==> src/rtl/mcp_spi_master.sv <==
// Mode-0 SPI master issuing one MCP23S17-style 3-byte register access
// (opcode+R/W, address, data) per start_i request.
module mcp_spi_master #(
    parameter int         CLK_DIV  = 4,
    parameter logic [2:0] DEV_ADDR = 3'b000
) (
    input  logic       clk,
    input  logic       rstn,
    input  logic       start_i,
    input  logic       rw_i,
    input  logic [7:0] addr_i,
    input  logic [7:0] wdata_i,
    output logic       busy_o,
    output logic       done_o,
    output logic [7:0] rdata_o,
    output logic       sclk_o,
    output logic       csn_o,
    output logic       mosi_o,
    input  logic       miso_i
);

    localparam int CW = $clog2(CLK_DIV + 1);

    typedef enum logic [2:0] {
        S_IDLE  = 3'd0,
        S_SETUP = 3'd1,
        S_SHIFT = 3'd2,
        S_HOLD  = 3'd3,
        S_GAP   = 3'd4
    } state_t;

    state_t      state_q, state_d;
    logic [CW-1:0] cnt_q, cnt_d;
    logic [4:0]  bit_q, bit_d;
    logic [23:0] tx_q, tx_d;
    logic [7:0]  rx_q, rx_d;
    logic        rw_q, rw_d;
    logic        sclk_q, sclk_d;
    logic        csn_q, csn_d;
    logic        mosi_q, mosi_d;
    logic        busy_q, busy_d;
    logic        done_q, done_d;
    logic [7:0]  rdata_q, rdata_d;

    logic [23:0] frame_s;
    logic        cnt_end_s;

    // State register and all registered outputs
    always_ff @(posedge clk or negedge rstn) begin
        if (!rstn) begin
            state_q <= S_IDLE;
            cnt_q   <= '0;
            bit_q   <= 5'd0;
            tx_q    <= 24'd0;
            rx_q    <= 8'd0;
            rw_q    <= 1'b0;
            sclk_q  <= 1'b0;
            csn_q   <= 1'b1;
            mosi_q  <= 1'b0;
            busy_q  <= 1'b0;
            done_q  <= 1'b0;
            rdata_q <= 8'd0;
        end else begin
            state_q <= state_d;
            cnt_q   <= cnt_d;
            bit_q   <= bit_d;
            tx_q    <= tx_d;
            rx_q    <= rx_d;
            rw_q    <= rw_d;
            sclk_q  <= sclk_d;
            csn_q   <= csn_d;
            mosi_q  <= mosi_d;
            busy_q  <= busy_d;
            done_q  <= done_d;
            rdata_q <= rdata_d;
        end
    end

    // Next-state logic: every phase lasts exactly CLK_DIV clk cycles
    always_comb begin
        state_d   = state_q;
        cnt_d     = cnt_q;
        bit_d     = bit_q;
        tx_d      = tx_q;
        rx_d      = rx_q;
        rw_d      = rw_q;
        sclk_d    = sclk_q;
        csn_d     = csn_q;
        mosi_d    = mosi_q;
        busy_d    = busy_q;
        done_d    = 1'b0;
        rdata_d   = rdata_q;
        frame_s   = {4'b0100, DEV_ADDR, rw_i, addr_i, wdata_i};
        cnt_end_s = (cnt_q == CW'(CLK_DIV - 1));

        case (state_q)
            S_IDLE: begin
                if (start_i) begin
                    rw_d    = rw_i;
                    tx_d    = frame_s;
                    mosi_d  = frame_s[23];
                    csn_d   = 1'b0;
                    busy_d  = 1'b1;
                    cnt_d   = '0;
                    bit_d   = 5'd0;
                    state_d = S_SETUP;
                end else begin
                    state_d = S_IDLE;
                end
            end
            S_SETUP: begin
                if (cnt_end_s) begin
                    cnt_d   = '0;
                    sclk_d  = 1'b1;
                    bit_d   = bit_q + 5'd1;
                    rx_d    = {rx_q[6:0], miso_i};
                    state_d = S_SHIFT;
                end else begin
                    cnt_d = cnt_q + CW'(1);
                end
            end
            S_SHIFT: begin
                if (cnt_end_s) begin
                    cnt_d = '0;
                    if (sclk_q) begin
                        sclk_d = 1'b0;
                        if (bit_q == 5'd24) begin
                            state_d = S_HOLD;
                        end else begin
                            tx_d   = {tx_q[22:0], 1'b0};
                            mosi_d = tx_q[22];
                        end
                    end else begin
                        sclk_d = 1'b1;
                        bit_d  = bit_q + 5'd1;
                        rx_d   = {rx_q[6:0], miso_i};
                    end
                end else begin
                    cnt_d = cnt_q + CW'(1);
                end
            end
            S_HOLD: begin
                if (cnt_end_s) begin
                    cnt_d   = '0;
                    csn_d   = 1'b1;
                    mosi_d  = 1'b0;
                    done_d  = 1'b1;
                    state_d = S_GAP;
                    // rx_q now holds samples 17..24, i.e. the data byte
                    if (rw_q) begin
                        rdata_d = rx_q;
                    end else begin
                        rdata_d = rdata_q;
                    end
                end else begin
                    cnt_d = cnt_q + CW'(1);
                end
            end
            S_GAP: begin
                if (cnt_end_s) begin
                    cnt_d   = '0;
                    busy_d  = 1'b0;
                    state_d = S_IDLE;
                end else begin
                    cnt_d = cnt_q + CW'(1);
                end
            end
            default: begin
                state_d = S_IDLE;
                cnt_d   = '0;
                sclk_d  = 1'b0;
                csn_d   = 1'b1;
                mosi_d  = 1'b0;
                busy_d  = 1'b0;
            end
        endcase
    end

    assign busy_o  = busy_q;
    assign done_o  = done_q;
    assign rdata_o = rdata_q;
    assign sclk_o  = sclk_q;
    assign csn_o   = csn_q;
    assign mosi_o  = mosi_q;

endmodule

==> config.mk <==
export PLATFORM = sky130hd
export DESIGN_NAME = mcp_spi_master
export DESIGN_NICKNAME = d
export VERILOG_FILES = /design/src/rtl/mcp_spi_master.sv
export SDC_FILE = /design/constraint.sdc
export NUM_CORES = 1
export LEC_CHECK = 0
export CAP_MARGIN = 0
export CORE_ASPECT_RATIO = 1.4
export CORE_MARGIN = 4
export CORE_UTILIZATION = 34
export CTS_CLUSTER_DIAMETER = 120
export DETAILED_ROUTE_END_ITERATION = 8
export PLACE_DENSITY_LB_ADDON = 0.3
export SLEW_MARGIN = 20
export SYNTH_ARGS = -nofsm -noshare
export SYNTH_HDL_FRONTEND = slang
export SYNTH_SLANG_ARGS = --single-unit
==> constraint.sdc <==
create_clock -name clk -period 2 [get_ports clk]
set_input_delay 0.3 -clock clk [delete_from_list [all_inputs] [get_ports clk]]
set_output_delay 0.3 -clock clk [all_outputs]
set_load 0.02 [all_outputs]
==> results.ini <==
[status]
status=complete, no violations

[floorplanning]
die_h_um=113
rows=38
start_util_pct=34.6
die_area_mm2=0.00935
io_pins=34
coreArea_mm2=0.00770
die_w_um=82.9

[cells_and_area]
final_nets=312
layout.cells.non_filler=389
utilization_pct=43.5
n_fill_cell=778
area_growth_pct=25.5
drive_above_1_share_pct=18.0
n_antenna_cell=0

[placed_design]
hpwlAfterDp_um=3800
io_buffer_count=33
gp_congestion=0.777
placed_cells=380
pre_cts_ws_ns=0.0933

[synth]
yosysSeqAreaShare_pct=52.6
synth_area_mm2=0.00267
synth_nets=268
synth_commonest_cells=dfrtp_1 (55), nand2_1 (24), o21ai_0 (24), mux2i_1 (17), nand3_1 (12)
yosys.area.top_type_share_pct=51.6
synthFlopType=dfrtp_1
synth_cell_types=48
yosysWarnings=0
synth_edf_count=0
yosys.area.top_type=dfrtp_1
syn_inst=244
ys_ff_latch=56
async_flop_share_pct=100
yosys-top-cells-area=dfrtp_1 (52%), mux2i_1 (6.4%), mux2_2 (4.6%), o21ai_0 (4.5%), mux2_4 (3.4%)
avgSynthCellArea_um2=10.9
synthMostInstantiatedCell=dfrtp_1

[critical_path]
critPathCaptureType=register
start_kind=register
cp_max_fo=7
critPathLaunch=cnt_q[0]
timing.rr.start=cnt_q[0]
cp.required_ns=2.20
r2r_cells=5
critPathArrivalTime_ns=2.01
worstSetupPathType=register to register

[timing]
worst_pin_slew_ns=0.523
fmax_ghz=0.554
rsz0062_at_grt=false
setup_violations=0
fin_ws_ns=0.195
slew_headroom_pct=65.1
fin_hold_ws_ns=0.483
fin_crit_ns=1.81
hold_violations=0
setup_tns_ns=0
min_period_over_period_pct=90.3
skew_ns=0.00652
slew_viol_final=0

[grt]
grt_use_met3_pct=2.99
grt_overflow=0
busiest_layer=met2
antenna_found_initial=0
met1_usage_pct=14.4
grt_use_total_pct=11.6
met2_usage_pct=19.6
grt_pass1_wl_um=8940
first_global_vias=1875
grt_max_degree=33

[routing]
wirelength_um=5100
dr.pass1.iters=4
drt-initial-drc-count=67
vias=1886
vias_per_cell=4.85
routedWlPerCell_um=13.1
route.detailed.drc=0
drtAntennaViolNets=0

[clocking]
cts_tree=yes
clock_latency_ns=0.31
cts.sinks=56
cts_made_buffers=5
clockBufferDepth=2
cts_root_buffer=clkbuf_8
clkTransAtPathRegs_ns=0.10
htreeDepth=2

[min_path]
whs_path_depth=2
worstHoldPathType=register to register
min_from=tx_q[15]

[power]
powerDensity_mw_per_mm2=1220
peakVddDrop_mv=0.528
p_leak_uw=0.00148

[flow_run]
max_cap_violations=0

==> per-layer routing <==
metal	vias to the layer above	wire (um)
met5	-	0
met4	0	69
met3	7	218
met2	31	2540
met1	908	2260
li1	940	-
==> metrics by stage <==
step / total power [uW] / area, um2
after floorplan: 2900 / 2670
after global placement: 3470 / 3240
after detailed placement: 3510 / 3240
after CTS: 4150 / 3340
after global routing: 4430 / 3350
final: 4090 / 3350
==> report_power, final <==
part | internal [uW] | switching (uW)
clock network | 250 | 376
logic | 884 | 880
registers | 1480 | 221
total | 2610 | 1480
==> state kept, by name (all words and copies together), names as in the netlist, 3 cells and up <==
signal	count
tx_q	23
state_q	3
cnt_q	3
rdata_o	8
bit_q	5
rx_q	8
==> worst paths after layout <==
check                            to  slack [ns]
max                        bit_q[0]        0.19
min                        tx_q[15]        0.48
max reg2reg                bit_q[0]        0.19
min reg2reg                tx_q[15]        0.48
max in group asynchronous  tx_q[22]        0.95
min in group asynchronous  bit_q[0]        0.50
==> cell type report <==
class	count	area (um2)	share of cell area (%)
clock buffers	6	72.6	2.17
clock inverters	2	16.3	0.486
inverters	9	33.8	1.01
multi-input cells	165	1180	35.4
flip-flops and latches	56	1400	41.9
well taps	100	125	3.74
repair buffers	51	513	15.3
==> kinds of logic after synthesis <==
| kind of cell | Yosys count | synth area share, % |
|---|---|---|
| flip-flops | 56 | 52.6 |
| adder cells (fa/ha/maj) | 3 | 1.41 |
| AND/OR/NAND/NOR | 76 | 15.0 |
| AO/OA/AOI/OAI | 50 | 12.2 |
| multiplexers | 34 | 14.4 |
| XOR/XNOR | 2 | 0.656 |
| buffers and inverters | 23 | 3.84 |
==> placed cells by master, fill, tap and decap left out, types with 3 or more instances in the layout <==
master / Yosys / routed
nor2b_1: 5 / 5
dfrtp_1: 55 / 55
nand3_1: 12 / 11
nand2_1: 24 / 24
nor2_1: 10 / 10
clkbuf_8: 0 / 5
a22o_1: 4 / 4
ha_1: 3 / 3
mux2i_1: 17 / 17
mux2_4: 6 / 6
mux2_2: 11 / 11
nand2b_1: 6 / 6
and3_1: 3 / 3
inv_1: 9 / 9
clkdlybuf4s50_1: 0 / 32
buf_12: 0 / 4
a21oi_1: 5 / 5
buf_4: 1 / 13
o21ai_0: 24 / 24
==> worst max-delay path: stages (launching register included) <==
cell and delay [ns]:
dfrtp_1 0.40, ha_1 0.27, nor4bb_1 0.31, a211oi_1 0.13, or2_2 0.32, mux2_2 0.27
==> timing repair <==
item                                    in CTS  in global routing
gates resized for setup                      0                  2
endpoints found under the setup margin       0                  7
setup buffers                                0                  0
hold buffers                                 1                  0
endpoints found under the hold margin       19                  0
No activity file was read; power rests on OpenSTA's default activity.
